<file path="config.mk">
export PLATFORM = sky130hd
export DESIGN_NAME = uart_frame_parser
export DESIGN_NICKNAME = d
export VERILOG_FILES = /design/src/rtl/uart_pkg.sv /design/src/rtl/uart_byte_timer.sv /design/src/rtl/uart_frame_parser.sv
export SDC_FILE = /design/constraint.sdc
export NUM_CORES = 1
export LEC_CHECK = 0
export BUFFER_PORTS_ARGS = -buffer_cell sky130_fd_sc_hd__buf_2
export CORE_UTILIZATION = 60
export CTS_CLUSTER_SIZE = 12
export DETAILED_ROUTE_END_ITERATION = 10
export GPL_TIMING_DRIVEN = 0
export PLACE_DENSITY_LB_ADDON = 0.3
export SYNTH_ARGS = -nofsm -noshare
export SYNTH_HDL_FRONTEND = slang
export SYNTH_SLANG_ARGS = --single-unit
export TNS_END_PERCENT = 30
</file>
<file path="constraint.sdc">
create_clock -name i_clk_sys -period 6.9 [get_ports i_clk_sys]
set_input_delay 1.38 -clock i_clk_sys [delete_from_list [all_inputs] [get_ports i_clk_sys]]
set_output_delay 1.38 -clock i_clk_sys [all_outputs]
set_load 0.03 [all_outputs]
</file>
<file path="src/rtl/uart_pkg.sv">
// Shared constants for the UART receive-side framing path: header defaults,
// error cause codes and parser state encoding.
package uart_pkg;

  localparam logic [7:0] HDR0_DEF = 8'hAA;
  localparam logic [7:0] HDR1_DEF = 8'h55;

  localparam logic [1:0] ERR_NONE    = 2'd0;
  localparam logic [1:0] ERR_CSUM    = 2'd1;
  localparam logic [1:0] ERR_LEN     = 2'd2;
  localparam logic [1:0] ERR_TIMEOUT = 2'd3;

  typedef enum logic [2:0] {
    HUNT_H0 = 3'd0,
    HUNT_H1 = 3'd1,
    LEN     = 3'd2,
    PAYLOAD = 3'd3,
    CHECK   = 3'd4
  } parse_state_e;

endpackage

</file>
<file path="src/rtl/uart_byte_timer.sv">
// Inter-byte silence timer: counts clocks while enabled and not cleared,
// and emits a one-cycle registered pulse when the count reaches LIMIT.
module uart_byte_timer #(
  parameter int unsigned LIMIT = 1000
) (
  input  logic i_clk_sys,
  input  logic i_rst_n,
  input  logic enable_i,
  input  logic clear_i,
  output logic expire_o
);

  localparam logic [31:0] LAST = 32'(LIMIT - 1);

  logic [31:0] count_q;

  // The pulse rises on the clock where the count would become LIMIT.
  always_ff @(posedge i_clk_sys or negedge i_rst_n) begin
    if (!i_rst_n) begin
      count_q  <= '0;
      expire_o <= 1'b0;
    end else begin
      expire_o <= 1'b0;
      if (clear_i || !enable_i) begin
        count_q <= '0;
      end else if (count_q == LAST) begin
        count_q  <= '0;
        expire_o <= 1'b1;
      end else begin
        count_q <= count_q + 32'd1;
      end
    end
  end

endmodule

</file>
<file path="src/rtl/uart_frame_parser.sv">
// Header-hunting, length-prefixed frame collector with 8-bit additive checksum
// and inter-byte timeout, fed by the UART receiver byte/done stream.
module uart_frame_parser
  import uart_pkg::*;
#(
  parameter int unsigned CLK_FRE       = 50,
  parameter int unsigned BAUD_RATE     = 9600,
  parameter logic [7:0]  HDR0          = HDR0_DEF,
  parameter logic [7:0]  HDR1          = HDR1_DEF,
  parameter int unsigned MAX_LEN       = 16,
  parameter int unsigned TIMEOUT_BYTES = 4
) (
  input  logic                 i_clk_sys,
  input  logic                 i_rst_n,
  input  logic [7:0]           i_rx_data,
  input  logic                 i_rx_done,
  output logic [8*MAX_LEN-1:0] o_frame_data,
  output logic [7:0]           o_frame_len,
  output logic                 o_frame_valid,
  output logic                 o_frame_err,
  output logic [1:0]           o_err_code
);

  // Evaluated in 64 bits so large clock/baud ratios cannot overflow.
  localparam longint unsigned TO_CLKS_L = 64'(TIMEOUT_BYTES) * 64'd10 * 64'(CLK_FRE)
                                          * 64'd1000000 / 64'(BAUD_RATE);
  localparam int unsigned     TO_CLKS   = 32'(TO_CLKS_L);
  localparam logic [7:0]      MAX_LEN_B = 8'(MAX_LEN);

  parse_state_e         state_q;
  logic                 rx_done_q;
  logic [7:0]           len_q;
  logic [7:0]           sum_q;
  logic [7:0]           idx_q;
  logic [8*MAX_LEN-1:0] buf_q;
  logic                 byte_evt;
  logic                 expire;

  assign byte_evt = i_rx_done & ~rx_done_q;

  uart_byte_timer #(
    .LIMIT (TO_CLKS)
  ) u_timer (
    .i_clk_sys (i_clk_sys),
    .i_rst_n   (i_rst_n),
    .enable_i  (state_q != HUNT_H0),
    .clear_i   (byte_evt),
    .expire_o  (expire)
  );

  always_ff @(posedge i_clk_sys or negedge i_rst_n) begin
    if (!i_rst_n) begin
      state_q       <= HUNT_H0;
      rx_done_q     <= 1'b0;
      len_q         <= '0;
      sum_q         <= '0;
      idx_q         <= '0;
      buf_q         <= '0;
      o_frame_data  <= '0;
      o_frame_len   <= '0;
      o_frame_valid <= 1'b0;
      o_frame_err   <= 1'b0;
      o_err_code    <= ERR_NONE;
    end else begin
      rx_done_q     <= i_rx_done;
      o_frame_valid <= 1'b0;
      o_frame_err   <= 1'b0;
      // A byte event takes priority over a coincident timeout.
      if (byte_evt) begin
        unique case (state_q)
          HUNT_H0: begin
            if (i_rx_data == HDR0) state_q <= HUNT_H1;
          end
          HUNT_H1: begin
            if (i_rx_data == HDR1)      state_q <= LEN;
            else if (i_rx_data != HDR0) state_q <= HUNT_H0;
          end
          LEN: begin
            len_q <= i_rx_data;
            sum_q <= i_rx_data;
            idx_q <= '0;
            buf_q <= '0;
            if (i_rx_data > MAX_LEN_B) begin
              o_frame_err <= 1'b1;
              o_err_code  <= ERR_LEN;
              state_q     <= HUNT_H0;
            end else if (i_rx_data == 8'd0) begin
              state_q <= CHECK;
            end else begin
              state_q <= PAYLOAD;
            end
          end
          PAYLOAD: begin
            for (int i = 0; i < int'(MAX_LEN); i++) begin
              if (idx_q == 8'(i)) buf_q[8*i +: 8] <= i_rx_data;
            end
            sum_q <= sum_q + i_rx_data;
            idx_q <= idx_q + 8'd1;
            if ((idx_q + 8'd1) == len_q) state_q <= CHECK;
          end
          CHECK: begin
            if (i_rx_data == sum_q) begin
              o_frame_data  <= buf_q;
              o_frame_len   <= len_q;
              o_frame_valid <= 1'b1;
            end else begin
              o_frame_err <= 1'b1;
              o_err_code  <= ERR_CSUM;
            end
            state_q <= HUNT_H0;
          end
          default: state_q <= HUNT_H0;
        endcase
      end else if (expire && (state_q != HUNT_H0)) begin
        o_frame_err <= 1'b1;
        o_err_code  <= ERR_TIMEOUT;
        state_q     <= HUNT_H0;
      end
    end
  end

endmodule

</file>
* Yosys cells after proc, flatten, opt, wreduce, memory -nomap -nowiden
Cells that the tools add are included.
** Storage, ports and cells
- Register bits :: 329
- Input port bits :: 11
- Output and inout port bits :: 140
- Word-level logic and storage cells :: 156
** Operators by class
- Add/sub/neg operators :: 3
- $lt $le $gt $ge :: 1
- Equal/unequal tests :: 47
- Multiplexer cells :: 45
- Bitwise logic cells :: 2
- Reduce and logical (&&, ||, !) cells :: 30
** Operator list (number)
- case mux 128 bit (2 select lines) :: 1
- 2-to-1 mux 8 bit :: 16
- equality test 8 x 4 -> 1 bit, second input constant :: 8
- 2-to-1 mux 32 bit :: 2
- AND reduction 3 bit :: 17
- adder 32 x 1 -> 32 bit, second input constant :: 1
- equality test 32 x 18 -> 1 bit, second input constant :: 1
- equality test 8 x 3 -> 1 bit, second input constant :: 4
- inequality test 2 bit, second input constant :: 16
- case mux 8 bit (2 select lines) :: 2
- 2-to-1 mux 3 bit :: 8
- equality test 8 x 2 -> 1 bit, second input constant :: 2
- equality test 8 bit :: 2
- logical NOT 8 bit :: 2
- inequality test 3 bit, second input constant :: 5
- case mux 3 bit (4 select lines) :: 1
- 2-to-1 mux 1 bit :: 9
- adder 8 x 1 -> 8 bit, second input constant :: 1
- adder 8 bit :: 1
- equality test 8 x 1 -> 1 bit, second input constant :: 1
- equality test 8 x 7 -> 1 bit, second input constant :: 1
- equality test 8 bit, second input constant :: 1
- greater-than comparator 8 x 5 -> 1 bit, second input constant :: 1
- 2-to-1 mux 2 bit :: 4
- 17 further kinds :: 21

* Depth between registers and ports, before layout
- Word-level depth :: 5
- Depth in mapped cells :: 8
- Mapped depth without buffers :: 8

* Hierarchy
Synthesis repeated with hierarchy kept, for this count alone.
** Unflattened totals
- Cells, all modules :: 1099
- Area, all modules :: 14081.0 um2
** By module, submodules not included
- uart_frame_parser :: times used 1, cells an instance 907, area each 12253.0 um2
- uart_byte_timer :: times used 1, cells an instance 192, area each 1828.0 um2

* Worst setup path after synthesis
OpenSTA, ideal clock, no wires.
- Path type :: input -> register
- Start :: in i_rx_data[5]
- End :: reg o_frame_data[66]
- Library setup time :: 0.125 ns
- Arrival time :: 3.192 ns
- Required time :: 6.775 ns
- Setup slack :: 3.583 ns
- Stages on the path :: 7
- Cells stage by stage :: ha_1 -> nor4_1 -> nand3_1 -> nor2_1 -> clkbuf_1 -> clkbuf_1 -> mux2_2
** Between the ends
- Longest elaborated chain between the ends :: 2
** RTL lines
- from (decl) :: RTL line uart_frame_parser.sv:15 : input logic [7:0] i_rx_data,
- equality test 8 bit :: RTL line uart_frame_parser.sv:102 : if (i_rx_data == sum_q) begin
- AND reduction 3 bit (no source line)
- to (signal assigned) :: RTL line uart_frame_parser.sv:103 : o_frame_data <= buf_q;
- to (decl) :: RTL line uart_frame_parser.sv:17 : output logic [8*MAX_LEN-1:0] o_frame_data,
Every way passes these cells.
A chain may end at the register's enable or synchronous reset.

* Worst setup path in the final report
Same ends and word-level chain as after synthesis.

==> summary.txt <==
Critical path
  – Max stage delay on crit path: 550 ps
  – CP max stage cell: clkbuf_1
  – Crit path capture type: register
  – Worst path bufs/invs: 3
  – CP required: 7300 ps
  – Delay-heaviest family, CP: buffers and inverters
  – Max Fanout on Critical Path: 10
  – Crit start category: primary input
  – Critical Path, Cell by Cell: buf_2 > ha_1 > nor4_1 > nand3_1 > nor2_1 > clkbuf_1 > clkbuf_1 > mux2_2
  – Critical Path AT: 4170 ps
  – Worst Setup Path Type: in2reg
  – Cell repeated most along the worst path: clkbuf_1

Clocking
  – Total clock sinks: 329
  – CTS max path bufs: 3
  – PostCTS Resize Cnt: 0
  – Cts hold-fix bufs: 0
  – Root Buffer: clkbuf_16
  – TritonCTS buffer count: 36
  – H-tree levels: 2
  – Reg clk slew, reported paths: 50 ps
  – Setup bufs post-CTS: 0
  – Worst-Skew Late Latency: 520 ps
  – TritonCTS clock tree: yes

STA
  – FMAX: 0.2649 GHz
  – Setup repair after global routing missed its margin: no
  – Final worst-path cycle share: 54.72%
  – Worst slew pin tran: 1244 ps
  – Setup TNS Final: 0 ps
  – Final Setup Violations: 0
  – Relative slew slack: 14.94%
  – Worst Slack Setup Final: 3125 ps
  – Minimum clock period: 3775 ps
  – Final Skew: 18.65 ps
  – Hold Vio Cnt, Final: 0
  – Max-slew violations: 0

Synthesis
  – Ys flop type: dfrtp_1
  – Avg Cell Area, Syn: 13.52 um^2
  – Synth Net Count: 1051
  – Cell count after synthesis: 1026
  – Synthesized flop and latch total: 329
  – Ys Warns: 0
  – Number of synthesized flops with an enable pin: 0
  – Unique masters post-synth: 62
  – Synth Cell Area: 13870 um^2
  – Async S/R FF share, synth: 100.0%
  – Sequential area share after synthesis: 59.37%

Pwr
  – Peak VDD IR: 0.2145 mV
  – P per Cell Area: 245.9 nW/um^2
  – Overall power: 3.972 mW
  – Leak pwr: 8.272 nW

Route
  – 1st-pass router iterations: 5
  – Remaining DRCs: 0
  – Post-DRT Antenna Nets: 0
  – Total Wirelength: 29680 um
  – Avg WL per Cell: 19.48 um
  – DRT iter0 DRCs: 450
  – Avg Vias per Cell: 5.808
  – DR vias: 8845

Floorplan
  – Site Rows: 55
  – IO Pins: 151
  – Core footprint: 22640 um^2
  – Die X: 154.0 um
  – Die Height: 154.0 um
  – Starting Density: 61.25%
  – Area of the die: 23720 um^2

Global routing
  – Number of global-route vias before repair: 9073
  – First-pass GRT wire length: 49260 um
  – Pin count of the biggest net entering global routing: 127
  – Total gr overflow: 0
  – GRT Total Usage: 26.47%
  – Initial antenna violation count: 0

Placement
  – Final Wtd Congestion: 0.8867
  – Detailed Place HPWL: 19670 um
  – Placed cells: 1463
  – Port buffer count: 150
  – Pre-CTS setup slack: 2589 ps

Final layout
  – Diode count: 0
  – Fin nets: 1241
  – Share of cells above drive strength 1: 41.52%
  – Layout area overhead: 16.49%
  – Layout Cells excl Fill: 1523
  – Final Util: 71.35%

Worst hold path
  – HP Class: reg2reg

Flow run
  – MaxCap Viol Count: 0

Run status
  – Status: finished, final reports clean
[synth_stat cells, drive strengths merged (7+ instances only)]
master	instances	share of area, %
o21ai	23	0.83
or3	9	0.41
nand3	27	1.1
nor3	12	0.47
a21oi	24	1.2
or4	8	0.46
clkbuf	37	1.0
ha	13	1.2
nor2	36	0.97
nor4	12	0.54
mux2	270	22
dfrtp	329	59
a21o	7	0.38
xnor2	22	1.4
buf	19	0.67
inv	19	0.51
xor2	17	1.1
nand2	53	1.4
and3	9	0.42
nand4	8	0.36
[flip-flops by register name, indices dropped and copies added, names as in the netlist]
signal            cells
buf_q               128
idx_q                 8
len_q                 8
o_err_code            2
o_frame_data        128
o_frame_err           1
o_frame_len           8
o_frame_valid         1
rx_done_q             1
state_q               3
sum_q                 8
u_timer.count_q      32
u_timer.expire_o      1
[power by group]
| part | internal (mW) | total, mW | leakage [nW] | switching [mW] |
|---|---|---|---|---|
| sequential | 1.95 | 1.97 | 4.57 | 0.0183 |
| combinational | 0.0591 | 0.216 | 3.15 | 0.157 |
| clock | 1.05 | 1.79 | 0.545 | 0.737 |
[metrics by stage]
step	hold slack (ps)	area (um^2)
finish	487.2	16150
global placement	463.3	14970
floorplan	452.2	13870
CTS	491.8	16150
detailed placement	476.5	15040
global route	507.7	16150
[metal layers]
layer / GRT usage [%] / up-vias / share of wire, %
met5: 0 / - / 0
met1: 36.97 / 4528 / 43
met4: 5.714 / 0 / 1.3
met3: 6.539 / 30 / 7.4
li1: - / 4034 / -
met2: 42.32 / 253 / 48
[worst register-to-register path: cells and delay by family (launching register included)]
family,cells,cell delay (ps)
AO/OA/AOI/OAI,3,1430
adder cells (fa/ha/maj),1,190
buffers and inverters,1,330
flip-flops,1,490
AND/OR/NAND/NOR,2,650
[kinds of logic (layout without fill, tap and decap cells)]
family / count (synthesis) / count (layout) / synth area share, %
compound gates: 92 / 92 / 4.638
fa+ha+maj: 14 / 14 / 1.317
buf+inv: 75 / 287 / 2.193
simple gates: 202 / 202 / 7.733
xor+xnor: 39 / 39 / 2.463
mux: 275 / 275 / 22.29
flops: 329 / 329 / 59.37
[cells in the final DEF, fill, tap and decap left out, drive strengths merged, types with 17 or more instances in the layout]
master  count
buf       171
nor2       36
mux2      270
clkbuf     91
xnor2      22
xor2       17
nand2      53
o21ai      23
a21oi      24
inv        21
dfrtp     329
nand3      27
[final timing paths]
kind	startpoint	to	slack, ps	cells after the start
worst min-delay path	buf_q[94]	buf_q[94]	490	1
min in group asynchronous	i_rst_n	u_timer.count_q[11]	880	1
worst min register to register	buf_q[94]	buf_q[94]	490	1
max in group asynchronous	i_rst_n	o_frame_data[78]	4980	2
worst max-delay path	i_rx_data[5]	o_frame_data[66]	3120	8
worst max register to register	idx_q[0]	state_q[0]	3610	7
[cell type report]
type / instances / area, um^2
multi-input cells: 622 / 5330
repair buffers: 152 / 815.8
plain buffers: 56 / 232.7
clock inverters: 6 / 66.31
clock buffers: 54 / 1049
well taps: 285 / 356.6
inverters: 19 / 71.32
flip-flops and latches: 329 / 8233
fillers: 1580 / 6486
Power figures use the tool's default switching activity.
